File: src/rtl/neopixel_frame_sequencer.sv
// Frame sequencer for a NeoPixel chain: keeps the colour buffer and streams
// brightness-scaled GRB words to the bit driver, then holds the latch gap.
module neopixel_frame_sequencer #(
    parameter int CLOCK_SPEED_HZ = 32_000_000,
    parameter int NUM_PIXELS     = 8,
    parameter int ADDR_W         = 3,
    parameter int REFRESH_HZ     = 100,
    parameter int LATCH_US       = 80
) (
    input  logic              clock,
    input  logic              reset,
    input  logic              wr_en,
    input  logic [ADDR_W-1:0] wr_addr,
    input  logic [23:0]       wr_color,
    input  logic [7:0]        brightness,
    input  logic              frame_start,
    input  logic              auto_refresh,
    output logic [23:0]       pixel_color,
    output logic              pixel_valid,
    input  logic              pixel_ready,
    output logic              busy,
    output logic              frame_done,
    output logic [15:0]       frame_count
);
    localparam int REFRESH_CYCLES = CLOCK_SPEED_HZ / REFRESH_HZ;
    localparam int LATCH_CYCLES   = (CLOCK_SPEED_HZ / 1_000_000) * LATCH_US;
    localparam int IDX_W          = (NUM_PIXELS > 1) ? $clog2(NUM_PIXELS) : 1;
    localparam int REF_W          = $clog2(REFRESH_CYCLES + 1);
    localparam int LAT_W          = $clog2(LATCH_CYCLES + 1);

    localparam logic [IDX_W-1:0] LAST_IDX = IDX_W'(NUM_PIXELS - 1);
    localparam logic [REF_W-1:0] REF_LAST = REF_W'(REFRESH_CYCLES - 1);
    localparam logic [LAT_W-1:0] LAT_LAST = LAT_W'(LATCH_CYCLES - 1);

    typedef enum logic [2:0] {
        CLEAR,
        IDLE,
        FETCH,
        SCALE,
        PRESENT,
        LATCH
    } state_t;

    state_t           state;
    logic [23:0]      buffer [NUM_PIXELS];
    logic [IDX_W-1:0] clear_idx;
    logic [IDX_W-1:0] idx;
    logic [23:0]      fetch_data;
    logic [7:0]       bright_r;
    logic             pending;
    logic [REF_W-1:0] refresh_cnt;
    logic [LAT_W-1:0] latch_cnt;
    logic             refresh_tick;
    logic             request;
    logic             wr_in_range;

    // The +1 makes full brightness an exact identity and zero a hard black.
    function automatic logic [7:0] scale_channel(input logic [7:0] ch, input logic [7:0] level);
        logic [15:0] product;
        product = {8'd0, ch} * ({8'd0, level} + 16'd1);
        return 8'(product >> 8);
    endfunction

    assign refresh_tick = auto_refresh && (refresh_cnt == REF_LAST);
    assign request      = frame_start || refresh_tick;
    assign wr_in_range  = int'(wr_addr) < NUM_PIXELS;
    assign busy         = (state != IDLE);

    always_ff @(posedge clock) begin
        if (reset && state == CLEAR) begin
            buffer[clear_idx] <= '0;
        end else if (reset && wr_en && wr_in_range) begin
            buffer[wr_addr[IDX_W-1:0]] <= wr_color;
        end
    end

    always_ff @(posedge clock) begin
        if (!reset) begin
            state       <= CLEAR;
            clear_idx   <= '0;
            idx         <= '0;
            fetch_data  <= '0;
            bright_r    <= '0;
            pending     <= 1'b0;
            refresh_cnt <= '0;
            latch_cnt   <= '0;
            pixel_color <= '0;
            pixel_valid <= 1'b0;
            frame_done  <= 1'b0;
            frame_count <= '0;
        end else begin
            frame_done <= 1'b0;

            if (!auto_refresh || refresh_tick) begin
                refresh_cnt <= '0;
            end else begin
                refresh_cnt <= refresh_cnt + 1'b1;
            end

            // Requests arriving mid-frame merge into a single deferred frame.
            if (request && state != IDLE) begin
                pending <= 1'b1;
            end

            case (state)
                CLEAR: begin
                    if (clear_idx == LAST_IDX) begin
                        state <= IDLE;
                    end else begin
                        clear_idx <= clear_idx + 1'b1;
                    end
                end
                IDLE: begin
                    if (request || pending) begin
                        state    <= FETCH;
                        idx      <= '0;
                        bright_r <= brightness;
                        pending  <= 1'b0;
                    end
                end
                FETCH: begin
                    fetch_data <= buffer[idx];
                    state      <= SCALE;
                end
                SCALE: begin
                    pixel_color <= {scale_channel(fetch_data[15:8], bright_r),
                                    scale_channel(fetch_data[23:16], bright_r),
                                    scale_channel(fetch_data[7:0], bright_r)};
                    pixel_valid <= 1'b1;
                    state       <= PRESENT;
                end
                PRESENT: begin
                    if (pixel_ready) begin
                        pixel_valid <= 1'b0;
                        if (idx == LAST_IDX) begin
                            latch_cnt <= '0;
                            state     <= LATCH;
                        end else begin
                            idx   <= idx + 1'b1;
                            state <= FETCH;
                        end
                    end
                end
                LATCH: begin
                    if (latch_cnt == LAT_LAST) begin
                        frame_done  <= 1'b1;
                        frame_count <= frame_count + 16'd1;
                        state       <= IDLE;
                    end else begin
                        latch_cnt <= latch_cnt + 1'b1;
                    end
                end
                default: begin
                    state <= CLEAR;
                end
            endcase
        end
    end
endmodule

File: config.mk
export PLATFORM = sky130hd
export DESIGN_NAME = neopixel_frame_sequencer
export DESIGN_NICKNAME = d
export VERILOG_FILES = /design/src/rtl/neopixel_frame_sequencer.sv
export SDC_FILE = /design/constraint.sdc
export NUM_CORES = 1
export LEC_CHECK = 0
export CORE_ASPECT_RATIO = 1.1
export CORE_MARGIN = 2
export CORE_UTILIZATION = 28
export DETAILED_ROUTE_END_ITERATION = 16
export MAX_ROUTING_LAYER = met4
export PLACE_DENSITY = 0.49
export SLEW_MARGIN = 20
export SYNTH_ARGS = -nofsm -noshare
export SYNTH_HDL_FRONTEND = slang
export SYNTH_SLANG_ARGS = --single-unit
File: constraint.sdc
create_clock -name clock -period 7.2 [get_ports clock]
set_input_delay 1.08 -clock clock [delete_from_list [all_inputs] [get_ports clock]]
set_output_delay 1.08 -clock clock [all_outputs]
set_load 0.05 [all_outputs]
Word-level counts from Yosys, hierarchy flattened --
Memory sizes are Yosys's and may differ from the RTL's. A register that Yosys moved wholly into a read port is not among the register bits. Cells that the tools add are included.
Word-level totals: logic and storage cells 91, memory bits (writable) 192, input bits 41, register bits 91, memories 1, output and inout bits 43
Memories:
- buffer | words 8, width 24, rd ports 1, clocked after Yosys merged registers in 1, wr ports 1, line 45 | logic [23:0] buffer [NUM_PIXELS];
Operators by class: $mul 3, reduce and logical (&&, ||, !) cells 23, eq/ne operators 17, bitwise operators 2, muxes and demuxes 28, $add $sub $neg 6
Operator list (count):
- two-way mux 12 bit | 3
- multiplier 8 x 16 -> 16 bit | 2
- two-way mux 3 bit | 9
- two-way mux 24 bit | 1
- one-hot mux 12 bit (2 select lines) | 1
- OR reduction 24 bit | 1
- adder 19 x 1 -> 19 bit, second input constant | 1
- == test 19 bit, second input constant | 1
- one-hot mux 3 bit (6 select lines) | 1
- adder 16 x 1 -> 16 bit, second input constant | 1
- multiplier 8 x 9 -> 16 bit | 1
- adder 12 x 1 -> 12 bit, second input constant | 1
- == test 12 bit, second input constant | 1
- == test 3 bit, second input constant | 4
- inequality test 2 bit, second input constant | 6
- AND reduction 4 bit | 3
- two-way mux 1 bit | 11
- AND reduction 2 bit | 5
- adder 8 x 1 -> 9 bit, second input constant | 1
- adder 3 x 1 -> 3 bit, second input constant | 2
- == test 3 x 2 -> 1 bit, second input constant | 2
- one-hot mux 3 bit (2 select lines) | 1
- nonzero test 2 bit | 3
- logical AND 1 bit | 4
- 9 further kinds | 13

Depth between registers and ports, before layout --
depth after elaboration 7, mapped depth 20, depth with buffers taken out 19

Least setup slack after synthesis --
Ideal clock, no wire load.
kind flip-flop to flip-flop, start reg bright_r[2], end reg pixel_color[6], cell stages (with the launch flop) 20, slack 2.107 ns, path buffers 1, setup time 0.127 ns, period minus slack after synthesis 5.093 ns, required time 7.073 ns, arrival 4.965 ns, cell sequence dfxtp_1 > nand3_1 > nor2_1 > nand3_1 > xnor2_1 > clkbuf_1 > and2_1 > fa_1 > fa_1 > fa_1 > inv_1 > fa_1 > inv_1 > ha_1 > inv_1 > or4_1 > o221a_2 > o21bai_1 > xnor2_1 > o21ai_1
Between the ends: cells in the longest elaborated chain, start to end 2
RTL lines:
- start: declaration | line 49 | logic [7:0] bright_r;
- start signal: assignment | line 117 | bright_r <= brightness;
- adder 8 x 1 -> 9 bit | line 60 | product = {8'd0, ch} * ({8'd0, level} + 16'd1);
- multiplier 8 x 9 -> 16 bit | line 60
- end signal: assignment | line 126 | pixel_color <= {scale_channel(fetch_data[15:8], bright_r),
- end: declaration | line 18 | output logic [23:0] pixel_color,
Every way passes these cells. A chain may end at the register's enable or synchronous reset.

Worst setup path after layout --
start reg bright_r[1], end reg pixel_color[23]
Between the ends: cells in the longest elaborated chain, start to end 2
RTL lines (line):
- adder 8 x 1 -> 9 bit | 60
- multiplier 8 x 16 -> 16 bit | 60
Every way passes these cells.

==> results.json <==
{
  "status": "finished clean",
  "track_usage_pct": 13.5,
  "hpwlAfterDp_um": 30500,
  "timing.final.hold_violations": 0,
  "cts.path.max_buffers": 3,
  "n_fill_cell": 6497,
  "synth_area_um2": 18500,
  "drc_errors": 0,
  "swShare_pct": 22.1,
  "path_class": "reg2reg",
  "htree_levels": 2,
  "r2r_end": "pixel_color[23]",
  "fin_skew_ns": 0.0327,
  "portBuffers": 83,
  "rsz0062_at_grt": "false",
  "ys_warn_count": 0,
  "start_util_pct": 28.4,
  "hold_depth": 1,
  "antenna_found_initial": 3,
  "root_buffer": "clkbuf_16",
  "final_common_cell": "edfxtp_1",
  "cellPowerDensity_nw_per_um2": 174,
  "combPwrFrac_pct": 3.3,
  "start_kind": "register",
  "p_leak_uw": 0.00832,
  "netlist_instances": 1589,
  "drt-initial-drc-count": 548,
  "grt_pass1_wl_um": 69600,
  "path_buf_inv": 3,
  "dr.pass1.iters": 4,
  "die_area_um2": 68000,
  "worstSkewPairLatency_ns": 0.56,
  "cts.sinks": 307,
  "die_h_um": 273,
  "switchingPower_uw": 824,
  "crit_path_top_delay_cell": "fa_1",
  "clkPwrFrac_pct": 45.4,
  "tritoncts": "done",
  "ios": 84,
  "period_needed_ns": 5.73,
  "routed_wirelength_um": 44300,
  "reg2reg_from": "bright_r[1]",
  "num_vias": 11700,
  "crit_fanout": 8,
  "crit_chain": "ha_1, nand2_1, nor2_1, xor2_1, buf_4, and2_1, fa_1, fa_1, fa_1, inv_1, fa_1, inv_1, ha_1, a21o_1, a21oi_1, o31ai_4, a2111oi_1, mux2i_1, nand2_1",
  "core_area_um2": 65100,
  "drive_gt1_share_pct": 8.44,
  "crit_top_cell": "fa_1",
  "final_cell_mix": "edfxtp_1 (192), and2_1 (178), inv_1 (159), fa_1 (120), dfxtp_1 (113)",
  "via_per_inst": 4.61,
  "ys.flop_type": "edfxtp_1",
  "finalMaxSlewViolations": 0,
  "avgSynthCellArea_um2": 11.6,
  "async_flop_share_pct": 0,
  "syn-num-nets": 1854,
  "ys_ff_latch": 307,
  "worstMarginPinSlew_ns": 1.00,
  "crit_family": "adder cells",
  "hold_path.class": "reg2reg",
  "ir_drop_v": 0.000158,
  "relSlewSlack_pct": 33.0,
  "post_cts_resized": 0,
  "crit_path_max_incr_delay_ns": 0.55,
  "syn_to_final_growth_pct": 15.9,
  "end_kind": "register",
  "arrival_ns": 6.16,
  "required_ns": 7.63,
  "clkTransAtPathRegs_ns": 0.06,
  "maxCapViolations": 0,
  "cts_inserted_buffers": 36,
  "timing.final.ws_setup_ns": 1.47,
  "utilization_pct": 32.9,
  "gp_congestion": 0.798,
  "grt_start_max_net_pins": 59,
  "holdPathEnd": "refresh_cnt[0]",
  "num-nets-final": 1920,
  "min-delay-start": "refresh_cnt[0]",
  "cts_setup_buffers": 0,
  "drt-wirelength-per-cell_um": 17.5,
  "r2r_slack_ns": 1.47,
  "grt_pass1_vias": 11900,
  "postCtsHoldBufs": 0,
  "finalSetupViolCount": 0,
  "p_int_uw": 2900,
  "synth-edff-count": 192,
  "p_seq_share_pct": 51.2,
  "period_share_pct": 79.6,
  "cp.depth": 19,
  "reg2reg_depth": 19,
  "place_ws_ns": 1.53,
  "timing.setup.tns_ns": 0,
  "fmax_mhz": 175,
  "overflow": 0,
  "die_w_um": 249,
  "seq_area_frac_synth_pct": 43.7,
  "placementRows": 98,
  "ant_nets": 0,
  "synth_cell_type_count": 61
}
==> registers in the layout, indices dropped and copies added (netlist names) <==
register,flops
pixel_color,24
pixel_valid,1
clear_idx,3
frame_done,1
idx,3
refresh_cnt,19
frame_count,16
latch_cnt,12
buffer,192
fetch_data,24
bright_r,8
state,3
pending,1
==> per-stage QoR <==
step / cells / hold slack [ns] / power, µW / area [µm²]
after floorplan: 1589 / 0.413 / 2010 / 18500
after global placement: 2467 / 0.426 / 2070 / 20300
after detailed placement: 2467 / 0.443 / 2080 / 20300
after CTS: 2532 / 0.450 / 3780 / 21400
after global routing: 2534 / 0.462 / 3870 / 21400
final: 2534 / 0.444 / 3730 / 21400
==> power by group through the flow <==
| stage | logic [µW] | registers, µW | clock network, µW |
|---|---|---|---|
| 6_report | 125 | 1910 | 1690 |
| 5_1_grt | 136 | 1910 | 1820 |
| 4_1_cts | 129 | 1910 | 1740 |
| 3_5_place_dp | 129 | 1950 | 0 |
| 3_3_place_gp | 128 | 1950 | 0 |
| 2_1_floorplan | 62.5 | 1940 | 0 |
==> cell families (layout without fill, tap and decap cells) <==
logic type      after synthesis  in the layout  share of synthesized area [%]
flops                       307            307                           43.7
fa+ha+maj                   224            224                           20.1
buf+inv                     234            327                           4.81
xor+xnor                     66             66                           3.13
compound gates              151            151                           5.29
simple gates                525            525                           15.3
mux                          82             82                           7.71
other cells                   0              2                              0
==> Yosys cell counts, types with 3 or more instances <==
cell	instances	area, µm²
nor4_1	5	31.3
clkbuf_1	62	233
xor2_1	33	289
and2_1	178	1110
ha_1	104	1300
nor2_1	98	368
xnor2_1	33	289
nor2b_1	17	106
and4_1	7	61.3
o21a_1	5	37.5
o211ai_1	5	37.5
nand4b_1	3	26.3
edfxtp_1	192	5770
and3_1	13	81.3
a211oi_1	26	195
a31oi_1	10	62.6
o21bai_1	4	30.0
nand4_1	18	113
nor3b_1	5	37.5
nor3_1	7	35.0
or4_1	4	30.0
o21ai_0	26	130
nand2_1	98	368
a21o_1	11	82.6
or3_1	9	56.3
nand3_1	37	185
fa_1	120	2400
buf_2	8	40.0
mux4_2	48	1080
a21oi_1	32	160
dfxtp_1	115	2300
mux2i_1	33	330
inv_1	160	601
buf_1	4	15.0
or2_2	3	18.8
nand2b_1	12	75.1
o21ai_1	15	75.1
==> metal layers <==
| metal | vias up | routed length [µm] | GRT usage (%) |
|---|---|---|---|
| met5 | - | 0 | - |
| met4 | 0 | 810 | 3.48 |
| met3 | 44 | 1510 | 2.23 |
| met2 | 183 | 21600 | 22.6 |
| met1 | 5876 | 20300 | 17.1 |
| li1 | 5590 | - | - |
==> layout make-up <==
| cell class | count | area [µm²] | area share [%] |
|---|---|---|---|
| antenna | 2 | 5.00 | 0.0234 |
| sequential | 307 | 8070 | 37.7 |
| inverter | 160 | 601 | 2.81 |
| clock inverter | 17 | 128 | 0.597 |
| tap | 850 | 1060 | 4.97 |
| clock buffer | 48 | 966 | 4.52 |
| multi-input combinational | 1048 | 9580 | 44.8 |
| timing repair buffer | 102 | 973 | 4.55 |
==> worst max path at each step <==
stage	start	to	slack (ns)
2_1_floorplan	bright_r[2]	pixel_color[6]	2.11
3_3_place_gp	bright_r[1]	pixel_color[23]	1.72
3_5_place_dp	bright_r[1]	pixel_color[23]	1.53
4_1_cts	bright_r[1]	pixel_color[23]	1.48
5_1_grt	bright_r[1]	pixel_color[23]	1.14
6_report	bright_r[1]	pixel_color[23]	1.47
No activity file was read; power rests on OpenSTA's default activity.
